===== src/rtl/snes_pad_pkg.sv =====
// Shared types and timing constants for the SNES pad reader.
// Optional feature macro used by the top: SNES_PRESS_EDGE_EN.
package snes_pad_pkg;

    typedef enum logic [2:0] {
        IDLE,
        LATCH,
        LWAIT,
        CLK_LO,
        CLK_HI
    } snes_state_t;

    // Strobe durations in microseconds
    localparam int LATCH_US = 12;
    localparam int GAP_US   = 6;
    localparam int HALF_US  = 6;

endpackage


===== src/rtl/snes_port_shift.sv =====
// One pad port: 2-flop synchroniser on the asynchronous data line plus an
// indexed N_BITS capture register. Bits are written by index, not shifted,
// so bit k of the register is always the k-th bit clocked out of the pad.
module snes_port_shift
    import snes_pad_pkg::*;
#(
    parameter int N_BITS = 16
) (
    input  logic                      clock,
    input  logic                      reset,
    input  logic                      serial_in,
    input  logic                      sample_en,
    input  logic [$clog2(N_BITS)-1:0] bit_idx,
    input  logic                      clear,
    output logic [N_BITS-1:0]         shift_reg
);

    logic sync_meta;
    logic sync_out;

    // Two-stage synchroniser; idles at 1 (released button level)
    always_ff @(posedge clock or posedge reset) begin
        if (reset) begin
            sync_meta <= 1'b1;
            sync_out  <= 1'b1;
        end else begin
            sync_meta <= serial_in;
            sync_out  <= sync_meta;
        end
    end

    // Capture register: cleared at frame start, one bit written per sample strobe
    always_ff @(posedge clock or posedge reset) begin
        if (reset) begin
            shift_reg <= '1;
        end else if (clear) begin
            shift_reg <= '1;
        end else if (sample_en) begin
            shift_reg[bit_idx] <= sync_out;
        end
    end

endmodule


===== src/rtl/snes_pad_reader.sv =====
// Multi-port SNES gamepad reader: generates the shared latch/clock strobes,
// captures N_BITS per port and publishes a coherent snapshot with a
// one-cycle frame_valid strobe.
// Optional feature macro: SNES_PRESS_EDGE_EN adds the 'pressed' output
// (one-cycle 1->0 edge pulses per button, coincident with frame_valid).
module snes_pad_reader
    import snes_pad_pkg::*;
#(
    parameter int US_CYCLES = 100,
    parameter int PERIOD_US = 16667,
    parameter int N_PORTS   = 2,
    parameter int N_BITS    = 16,
    parameter int AUTO_POLL = 1
) (
    input  logic                        clock,
    input  logic                        reset,
    input  logic [N_PORTS-1:0]          serial_data,
    input  logic                        poll_req,
    output logic                        data_latch,
    output logic                        data_clock,
    output logic [N_PORTS*N_BITS-1:0]   buttons,
    output logic                        frame_valid,
    output logic                        busy
`ifdef SNES_PRESS_EDGE_EN
    ,
    output logic [N_PORTS*N_BITS-1:0]   pressed
`endif
);

    localparam int PHW = $clog2(LATCH_US * US_CYCLES + 1);
    localparam int TW  = $clog2(PERIOD_US * US_CYCLES);
    localparam int BW  = $clog2(N_BITS);

    localparam logic [PHW-1:0] LATCH_LAST = PHW'(LATCH_US * US_CYCLES - 1);
    localparam logic [PHW-1:0] GAP_LAST   = PHW'(GAP_US * US_CYCLES - 1);
    localparam logic [PHW-1:0] HALF_LAST  = PHW'(HALF_US * US_CYCLES - 1);
    localparam logic [TW-1:0]  TIMER_LAST = TW'(PERIOD_US * US_CYCLES - 1);
    localparam logic [BW-1:0]  BIT_LAST   = BW'(N_BITS - 1);

    snes_state_t               state;
    snes_state_t               next_state;
    logic [PHW-1:0]            phase;
    logic [BW-1:0]             bit_cnt;
    logic [TW-1:0]             timer;
    logic [N_PORTS*N_BITS-1:0] shift_data;

    logic start_frame;
    logic phase_done;
    logic sample_en;
    logic bit_step;
    logic frame_done;
    logic go_request;

    // Start condition: free-running period timer, or an on-demand request
    // that is ignored while the previous frame is still being published
    assign go_request = (AUTO_POLL != 0) ? (timer == TIMER_LAST)
                                         : (poll_req && !frame_valid);

    // busy covers the whole frame including the publish cycle
    assign busy = (state != IDLE) || frame_valid;

    // State register
    always_ff @(posedge clock or posedge reset) begin
        if (reset) begin
            state <= IDLE;
        end else begin
            state <= next_state;
        end
    end

    // Next-state logic and strobe outputs, all decoded from the current state
    always_comb begin
        next_state  = state;
        data_latch  = 1'b0;
        data_clock  = 1'b1;
        start_frame = 1'b0;
        phase_done  = 1'b0;
        sample_en   = 1'b0;
        bit_step    = 1'b0;
        frame_done  = 1'b0;
        case (state)
            IDLE: begin
                if (go_request) begin
                    next_state  = LATCH;
                    start_frame = 1'b1;
                end
            end
            LATCH: begin
                data_latch = 1'b1;
                if (phase == LATCH_LAST) begin
                    next_state = LWAIT;
                    phase_done = 1'b1;
                end
            end
            LWAIT: begin
                if (phase == GAP_LAST) begin
                    next_state = CLK_LO;
                    phase_done = 1'b1;
                end
            end
            CLK_LO: begin
                data_clock = 1'b0;
                if (phase == HALF_LAST) begin
                    next_state = CLK_HI;
                    phase_done = 1'b1;
                    sample_en  = 1'b1;
                end
            end
            CLK_HI: begin
                if (phase == HALF_LAST) begin
                    phase_done = 1'b1;
                    bit_step   = 1'b1;
                    if (bit_cnt == BIT_LAST) begin
                        next_state = IDLE;
                        frame_done = 1'b1;
                    end else begin
                        next_state = CLK_LO;
                    end
                end
            end
            default: begin
                next_state = IDLE;
            end
        endcase
    end

    // Phase counter: restarts at every state change, held at 0 while idle
    always_ff @(posedge clock or posedge reset) begin
        if (reset) begin
            phase <= '0;
        end else if (phase_done || state == IDLE) begin
            phase <= '0;
        end else begin
            phase <= phase + 1'b1;
        end
    end

    // Bit index: cleared as the latch begins, advanced at the end of each clock high
    always_ff @(posedge clock or posedge reset) begin
        if (reset) begin
            bit_cnt <= '0;
        end else if (start_frame) begin
            bit_cnt <= '0;
        end else if (bit_step) begin
            bit_cnt <= bit_cnt + 1'b1;
        end
    end

    // Period timer: free-running so latch-to-latch spacing never drifts
    always_ff @(posedge clock or posedge reset) begin
        if (reset) begin
            timer <= '0;
        end else if (timer == TIMER_LAST) begin
            timer <= '0;
        end else begin
            timer <= timer + 1'b1;
        end
    end

    // Per-port synchroniser and capture register
    for (genvar p = 0; p < N_PORTS; p++) begin : g_port
        snes_port_shift #(
            .N_BITS(N_BITS)
        ) u_port (
            .clock    (clock),
            .reset    (reset),
            .serial_in(serial_data[p]),
            .sample_en(sample_en),
            .bit_idx  (bit_cnt),
            .clear    (start_frame),
            .shift_reg(shift_data[p*N_BITS +: N_BITS])
        );
    end

    // Snapshot register: only a fully completed frame reaches the outputs
    always_ff @(posedge clock or posedge reset) begin
        if (reset) begin
            buttons     <= '1;
            frame_valid <= 1'b0;
        end else begin
            frame_valid <= frame_done;
            if (frame_done) begin
                buttons <= shift_data;
            end
        end
    end

`ifdef SNES_PRESS_EDGE_EN
    // Press edges: bits released in the old snapshot and pressed in the new one
    always_ff @(posedge clock or posedge reset) begin
        if (reset) begin
            pressed <= '0;
        end else if (frame_done) begin
            pressed <= buttons & ~shift_data;
        end else begin
            pressed <= '0;
        end
    end
`endif

endmodule

===== config.mk =====
export PLATFORM = sky130hd
export DESIGN_NAME = snes_pad_reader
export DESIGN_NICKNAME = d
export VERILOG_FILES = /design/src/rtl/snes_pad_pkg.sv /design/src/rtl/snes_port_shift.sv /design/src/rtl/snes_pad_reader.sv
export SDC_FILE = /design/constraint.sdc
export NUM_CORES = 1
export LEC_CHECK = 0
export ABC_AREA = 1
export CORE_ASPECT_RATIO = 2
export CORE_MARGIN = 2
export CORE_UTILIZATION = 32
export DETAILED_ROUTE_END_ITERATION = 10
export GPL_ROUTABILITY_DRIVEN = 0
export PLACE_DENSITY = 0.54
export SYNTH_ARGS = -nofsm -noshare
export SYNTH_HDL_FRONTEND = slang
export SYNTH_SLANG_ARGS = --single-unit

===== constraint.sdc =====
create_clock -name clock -period 3.5 [get_ports clock]
set_input_delay 0.35 -clock clock [delete_from_list [all_inputs] [get_ports clock]]
set_output_delay 0.35 -clock clock [all_outputs]
set_load 0.01 [all_outputs]

# Yosys cells after proc, flatten, opt, wreduce, memory -nomap -nowiden

Index checks and enable logic that the tools add are counted.

Reductions and logical operators: 9
Eq/ne operators: 13
Muxes and demuxes: 31
Add/subtract/negate cells: 3
$lt $le $gt $ge: 2

Operator list:

| kind                    | count |
|---|---|
| $mux W16                | 4 |
| $bwmux W16              | 2 |
| $add A21 B1 Y21 const B | 1 |
| $eq A21 B21 Y1 const B  | 1 |
| $mux W21                | 1 |
| $mux W3                 | 5 |
| $pmux W3 S5             | 1 |
| $mux W1                 | 12 |
| $add A11 B1 Y11 const B | 1 |
| $eq A11 B10 Y1 const B  | 1 |
| $eq A11 B11 Y1 const B  | 1 |
| $mux W11                | 1 |
| $ne A2 B2 Y1 const B    | 5 |
| $mux W4                 | 2 |
| $eq A3 B2 Y1 const B    | 2 |
| $lt A4 B5 Y1 const B    | 1 |
| $reduce_and A5 Y1       | 1 |
| $add A4 B1 Y4 const B   | 1 |
| $demux W1 S4            | 1 |
| $eq A4 B4 Y1 const B    | 1 |
| $ge A4 B1 Y1 const B    | 1 |
| $reduce_bool A2 Y1      | 2 |
| $eq A3 B1 Y1 const B    | 1 |
| $eq A3 B3 Y1 const B    | 1 |
| other kinds (7)         | 8 |

Bits in registers: 108
Input port bits: 5
Output and inout bits: 36

# Depth between registers and ports, before layout

Gate-level depths: netlist of the first run.

Word-level depth: 7
Depth in mapped cells: 11

# Cells and area by module

A second synthesis of the first run with hierarchy kept.

Cell total of the unflattened synthesis: 704
Area total of the unflattened synthesis: 5,524.0 um^2

By module, submodules not included:

| module          | area an instance (um^2) | seq. area each (um^2) | times used | cells an instance |
|---|---|---|---|---|
| snes_pad_reader | 3,764.9                 | 1,841.8               | 1          | 488 |
| snes_port_shift | 879.6                   | 473.0                 | 2          | 108 |

# Least setup slack after synthesis of the first run

OpenSTA, ideal clock, no wires.

Kind: register to register
Start: register timer[0]
End: register g_port[0].u_port.shift_reg[11]
Path slack: 1,973 ps
Arrival: 1,469 ps
Clock period less this slack: 1,527 ps
Cell stages (with the launch flop): 11
Cells stage by stage: dfrtp_1 -> ha_1 -> nand2_1 -> nor2_2 -> nand2_2 -> nor2_4 -> nand3_4 -> buf_6 -> nand3_1 -> nand2_1 -> inv_1

Word-level cells in the longest chain between the ends: 4
Elaborated cells between the ends (all ways): 5
Those cells by class: eq/ne (1); mux (3); reduce/logical (1)

RTL lines:

| element                                        | line                   | RTL |
|---|---|---|
| from (decl)                                    | snes_pad_reader.sv:44  | `logic [TW-1:0] timer;` |
| from (signal assigned)                         | snes_pad_reader.sv:156 | `timer <= timer + 1'b1;` |
| $eq A21 B21 Y1 (*)                             | snes_pad_reader.sv:56  | `assign go_request = (AUTO_POLL != 0) ? (timer == TIMER_LAST)` |
| $mux W1 (*)                                    | snes_pad_reader.sv:83  | `if (go_request) begin` |
| $mux W1 (*)                                    | snes_pad_reader.sv:81  | `case (state)` |
| $mux W16 or $reduce_bool A2 Y1 (tied branches) | n/a                    |  |
| to (signal, indexed assignment)                | snes_port_shift.sv:39  | `shift_reg[bit_idx] <= sync_out;` |
| to (decl)                                      | snes_port_shift.sv:15  | `output logic [N_BITS-1:0] shift_reg` |

Mark *: on every way between the ends. The rest lies on a longest branch, timed or not.
A chain may end at the register's enable or synchronous reset.

# Worst setup path in the final report of the first run

Start: register state[1]
End: output busy

Word-level cells in the longest chain between the ends: 2

RTL lines:

| element                | line                  | RTL |
|---|---|---|
| from (decl)            | snes_pad_reader.sv:40 | `snes_state_t state;` |
| from (signal assigned) | snes_pad_reader.sv:67 | `state <= next_state;` |
| $reduce_bool A3 Y1     | snes_pad_reader.sv:60 | `assign busy = (state != IDLE) \|\| frame_valid;` |
| $logic_or A1 B1 Y1     | snes_pad_reader.sv:60 |  |
| to (decl)              | snes_pad_reader.sv:23 | `output logic busy` |

No other way between the ends.

==> results.sh, run 1 <==
export IMPL_insertion_delay_ns=0.36
export IMPL_final_nets=760
export IMPL_dieWidth_um=99.1
export IMPL_fin_ws_ns=0.944
export IMPL_initial_core_util_pct=32.5
export IMPL_grtUsageMet2_pct=28.8
export IMPL_path_cells="inv_1 -> nand2_1 -> nor2_1 -> inv_1 -> or2_2 -> clkdlybuf4s50_1"
export IMPL_critical_path_class="flip-flop to output pin"
export IMPL_gr_usage_all_layers_pct=15.1
export IMPL_first_pass_iters=4
export IMPL_crit_path_frequent_cell="inv_1"
export IMPL_wire_per_inst_um=14.1
export IMPL_postCtsSetupRepairBufs=0
export IMPL_numCtsBuffers=9
export IMPL_critPathRequiredTime_ns=3.15
export IMPL_wl_mm=13.6
export IMPL_crit_path_max_fanout=5
export IMPL_fin_hold_ws_ns=0.364
export IMPL_fp_dieH_um=194
export IMPL_cts_clk_slew_worst_paths_ns=0.07
export IMPL_ant_nets=0
export IMPL_die_area_um2=19200
export IMPL_slowest_delay_ns=0.48
export IMPL_viasPerCell=4.72
export IMPL_layout_drive_gt1_share_pct=16.3
export IMPL_busiest_layer="met2"
export IMPL_overflow=0
export IMPL_seq_area_frac_synth_pct=48.2
export IMPL_fmax_mhz=391
export IMPL_htree_levels=3
export IMPL_rows=69
export IMPL_clockRootBuffer="clkbuf_16"
export IMPL_drc=0
export IMPL_synth_warnings=0
export IMPL_cts_tree="built"
export IMPL_timing_slew_headroom_pct=42.7
export IMPL_hold_violations=0
export IMPL_n_fill_cell=1863
export IMPL_finalCritPeriodShare_pct=73.0
export IMPL_cp_end_kind="output pin"
export IMPL_tightest_slew_ns=0.856
export IMPL_hold_depth=0
export IMPL_crit_arrival_ns=2.21
export IMPL_synth_fp_nets=730
export IMPL_drtIter0Drc=162
export IMPL_area_growth_syn_to_layout_pct=13.8
export IMPL_power_density_nw_per_um2=343
export IMPL_grt_max_degree=65
export IMPL_cts_resized=0
export IMPL_grt_use_met1_pct=15.4
export IMPL_rsz0062_at_grt="no"
export IMPL_diodes=0
export IMPL_syn_instance_count=719
export IMPL_use_met3_pct=2.24
export IMPL_skew_ns=0.00913
export IMPL_clk_path_buf_depth=2
export IMPL_core_area_um2=17800
export IMPL_hold_class="flip-flop to flip-flop"
export IMPL_start_kind="flip-flop"
export IMPL_period_minus_slack_ns=2.56
export IMPL_leakage_nw=2.87
export IMPL_irDropWorstVdd_uv=203
export IMPL_setup_viol=0
export IMPL_post_place_ws_ns=1.24
export IMPL_fin_total_pwr_mw=2.26
export IMPL_reg2reg_depth=9
export IMPL_cts_hold_buffers_added=0
export IMPL_vias=4562
export IMPL_port_buffers=39
export IMPL_antenna_found_initial=0
export IMPL_ys_seq_elements=108
export IMPL_cts_sinks=108
export IMPL_slew_violations=0
export IMPL_syn_area_per_cell_um2=8.04
export IMPL_maxCapViolCount=0
export IMPL_slowest_stage="clkdlybuf4s50_1"
export IMPL_yosysUniqueCellTypes=36
export IMPL_dp_hpwl_mm=9.99
export IMPL_io_pins=41
export IMPL_status="completed"
export IMPL_setup_tns_ns=0
export IMPL_mappedNetlistArea_um2=5780
export IMPL_first_global_vias=4585
export IMPL_grt_first_pass_wirelength_mm=23.0
-- routing by layer --
layer  up-vias  wire [µm]  share of wire [%]
met2        53       7800                 57
met4         0        531                3.9
li1       2316          -                  -
met1      2168       5080                 37
met5         -          0                  0
met3        25        218                1.6
-- worst paths after layout --
| path | startpoint | end | slack, ns |
|---|---|---|---|
| min | g_port[1].u_port.sync_meta | g_port[1].u_port.sync_out | 0.36 |
| max reg2reg | timer[0] | g_port[0].u_port.shift_reg[0] | 1.23 |
| min in group asynchronous | reset | timer[13] | 0.43 |
| min reg2reg | g_port[1].u_port.sync_meta | g_port[1].u_port.sync_out | 0.36 |
| max | state[1] | busy | 0.94 |
| max in group asynchronous | reset | buttons[21] | 2.26 |
-- critical path: cells and delay by family (launching register included) --
kind,cells,cell delay [ns]
buffers and inverters,3,0.72
flip-flops,1,0.43
AND/OR/NAND/NOR,3,0.71
-- cells in the final DEF, fill, tap and decap left out, types with 2 or more instances in the layout --
cell type,instances
nand4_1,25
clkbuf_1,2
ha_1,6
nand3_4,2
xnor2_1,2
xor2_1,13
dfstp_2,68
nor2_1,72
nor2_2,8
nand2_2,3
inv_2,4
dfrtp_1,40
or2_2,2
o21ai_0,24
o21ai_1,14
inv_1,131
nor2_4,12
nand3_2,2
clkinv_2,2
o211ai_1,6
nand3_1,91
nand2_1,143
nor3_2,2
a21oi_1,5
clkdlybuf4s50_1,39
clkbuf_16,9
nor3_1,14
-- synthesized netlist by cell type --
| master | number | area (µm²) |
|---|---|---|
| a21oi_1 | 5 | 25.0 |
| buf_12 | 1 | 20.0 |
| buf_2 | 7 | 35.0 |
| buf_4 | 2 | 15.0 |
| buf_6 | 6 | 67.6 |
| clkbuf_1 | 5 | 18.8 |
| clkbuf_2 | 1 | 5.00 |
| clkinv_1 | 1 | 3.75 |
| dfrtp_1 | 40 | 1000 |
| dfstp_2 | 68 | 1790 |
| ha_1 | 6 | 75.1 |
| inv_1 | 132 | 495 |
| inv_2 | 4 | 15.0 |
| nand2_1 | 143 | 537 |
| nand2_2 | 3 | 18.8 |
| nand2_4 | 1 | 11.3 |
| nand3_1 | 91 | 455 |
| nand3_2 | 2 | 20.0 |
| nand3_4 | 2 | 35.0 |
| nand3b_1 | 1 | 7.51 |
| nand4_1 | 25 | 156 |
| nand4_4 | 1 | 21.3 |
| nor2_1 | 72 | 270 |
| nor2_2 | 8 | 50.1 |
| nor2_4 | 12 | 135 |
| nor2_8 | 1 | 20.0 |
| nor3_1 | 14 | 70.1 |
| nor3_2 | 2 | 20.0 |
| nor4_1 | 1 | 6.26 |
| o211ai_1 | 6 | 45.0 |
| o21ai_0 | 24 | 120 |
| o21ai_1 | 14 | 70.1 |
| o21bai_1 | 1 | 7.51 |
| or2_2 | 2 | 12.5 |
| xnor2_1 | 2 | 17.5 |
| xor2_1 | 13 | 114 |
-- cells by family after synthesis --
kind of cell | Yosys count | synth area share [%]
simple gates | 381 | 31.9
buf+inv | 159 | 11.7
flops | 108 | 48.2
compound gates | 50 | 4.63
xor+xnor | 15 | 2.27
fa+ha+maj | 6 | 1.30
-- layout make-up --
cell class                 instances  area [µm²]  share of cell area [%]
tap                              213         267                    4.05
sequential                       108        2790                    42.3
timing repair buffer              41         418                    6.35
clock buffer                      12         246                    3.74
clock inverter                     4        26.3                   0.399
multi-input combinational        452        2320                    35.3
inverter                         137         517                    7.85
-- through the flow --
step           instance area, µm²  cells  util [%]
2_1_floorplan                5780    719         -
3_3_place_gp                 6310    951      35.5
3_5_place_dp                 6310    951      35.5
4_1_cts                      6580    967      37.0
5_1_grt                      6580    967      37.0
6_report                     6580    967      37.0
-- where the power goes --
part | internal [mW] | switching, mW | total [mW]
clock | 0.502 | 0.460 | 0.962
combinational | 0.00584 | 0.0325 | 0.0383
sequential | 1.26 | 0.000674 | 1.26
total | 1.76 | 0.493 | 2.26
Power figures use the tool's default switching activity.
==> run 2: changes to the inputs <==
==> constraint.sdc (replaced) <==
create_clock -name clock -period 2.5 [get_ports clock]
set_input_delay 0.25 -clock clock [delete_from_list [all_inputs] [get_ports clock]]
set_output_delay 0.25 -clock clock [all_outputs]
set_load 0.01 [all_outputs]
==> results.sh, run 2 (synthesized netlist as in run 1, its figures left out) <==
export IMPL_status="completed"
export IMPL_cts_clk_slew_worst_paths_ns=0.07
export IMPL_initial_core_util_pct=32.5
export IMPL_tightest_slew_ns=0.812
export IMPL_antenna_found_initial=0
export IMPL_port_buffers=39
export IMPL_drc=0
export IMPL_setup_tns_ns=0
export IMPL_final_nets=770
export IMPL_post_place_ws_ns=0.331
export IMPL_grt_max_degree=65
export IMPL_slew_violations=0
export IMPL_first_pass_iters=4
export IMPL_slowest_stage="clkdlybuf4s50_1"
export IMPL_fp_dieH_um=194
export IMPL_vias=4547
export IMPL_crit_path_max_fanout=5
export IMPL_period_minus_slack_ns=2.23
export IMPL_drtIter0Drc=161
export IMPL_dieWidth_um=99.1
export IMPL_start_kind="flip-flop"
export IMPL_dp_hpwl_mm=10.2
export IMPL_cts_hold_buffers_added=0
export IMPL_hold_violations=0
export IMPL_irDropWorstVdd_uv=319
export IMPL_slowest_delay_ns=0.48
export IMPL_rows=69
export IMPL_die_area_um2=19200
export IMPL_numCtsBuffers=9
export IMPL_cp_end_kind="output pin"
export IMPL_critPathRequiredTime_ns=2.25
export IMPL_insertion_delay_ns=0.35
export IMPL_postCtsSetupRepairBufs=0
export IMPL_gr_usage_all_layers_pct=15.1
export IMPL_wl_mm=13.7
export IMPL_n_fill_cell=1865
export IMPL_crit_arrival_ns=1.98
export IMPL_fin_ws_ns=0.270
export IMPL_first_global_vias=4640
export IMPL_skew_ns=0.00971
export IMPL_core_area_um2=17800
export IMPL_wire_per_inst_um=14.0
export IMPL_maxCapViolCount=0
export IMPL_leakage_nw=2.95
export IMPL_finalCritPeriodShare_pct=89.2
export IMPL_cts_resized=0
export IMPL_rsz0062_at_grt="no"
export IMPL_multi_input_area_um2=2320
export IMPL_power_density_nw_per_um2=497
export IMPL_critical_path_class="flip-flop to output pin"
export IMPL_layout_drive_gt1_share_pct=17.7
export IMPL_layout_commonest_cell="nand2_1"
export IMPL_path_cells="inv_1 -> nand2_1 -> nor2_1 -> buf_4 -> inv_1 -> or2_2 -> clkdlybuf4s50_1"
export IMPL_cts_tree="built"
export IMPL_clk_path_buf_depth=2
export IMPL_overflow=0
export IMPL_regArea_um2=2790
export IMPL_area_growth_syn_to_layout_pct=15.9
export IMPL_viasPerCell=4.65
export IMPL_crit_start="state[1]"
export IMPL_hold_class="input port to asynchronous set/reset pin"
export IMPL_grt_first_pass_wirelength_mm=23.0
export IMPL_setup_viol=0
export IMPL_htree_levels=3
export IMPL_final_cell_mix="nand2_1, inv_1, nand3_1, nor2_1, dfstp_2"
export IMPL_timing_slew_headroom_pct=45.7
export IMPL_crit_path_frequent_cell="inv_1"
export IMPL_clockRootBuffer="clkbuf_16"
export IMPL_fmax_mhz=448
export IMPL_ant_nets=0
export IMPL_r2r_start="bit_cnt[0]"
export IMPL_cts_sinks=108
export IMPL_diodes=0
export IMPL_io_pins=41
run 2: cell types whose count changed in the layout (fill, tap and decap cells not counted), sizes merged:
cell and change:
inv +2, buf +10, clkinv -2, bufinv +1, clkbuf -1
run 2: final timing paths:
path                                         endpoint  slack [ns]  cells after the start
hold reg to reg             g_port[1].u_port.sync_out        0.36                      0
hold / removal                              timer[13]        0.31                      2
setup reg to reg                          buttons[21]        0.40                      5
setup / recovery                                 busy        0.27                      7
min in group clock         g_port[0].u_port.sync_meta        0.32                      1
max in group asynchronous                 buttons[28]        1.49                      3
run 2: stage by stage:
| stage | util [%] | cells | hold WS [ns] | area (µm²) | total power, mW |
|---|---|---|---|---|---|
| 3_5_place_dp | 35.9 | 961 | 0.349 | 6390 | 1.85 |
| 5_1_grt | 37.7 | 977 | 0.303 | 6700 | 3.46 |
| 6_report | 37.7 | 977 | 0.309 | 6700 | 3.33 |
| 2_1_floorplan | - | 719 | 0.254 | 5790 | 1.82 |
| 3_3_place_gp | 35.9 | 961 | 0.348 | 6390 | 1.85 |
| 4_1_cts | 37.7 | 977 | 0.300 | 6700 | 3.40 |
run 2: worst max-delay path, delay by kind of cell (launching register included):
kind          cells  cell delay, ns
buf+inv           4            0.77
simple gates      3            0.44
flops             1            0.42
run 2: power by group:
group	internal [mW]	switching [mW]	leakage, nW
Clock	0.866	0.650	0.162
Combinational	0.0113	0.0454	1.54
Sequential	1.76	0.000876	1.25
run 2: layout make-up:
type	count	share of cell area, %
sequential	108	41.6
multi-input combinational	452	34.6
inverter	137	7.73
timing repair buffer	51	7.35
tap	213	3.98
clock buffer	11	3.94
clock inverter	5	0.803
run 2: per-layer routing:
metal / up-vias / track usage [%] / wire [µm]
li1: 2326 / - / -
met1: 2116 / 15.2 / 4920
met2: 66 / 28.5 / 7760
met3: 39 / 2.38 / 223
met4: 0 / 8.37 / 753
met5: - / 0 / 0
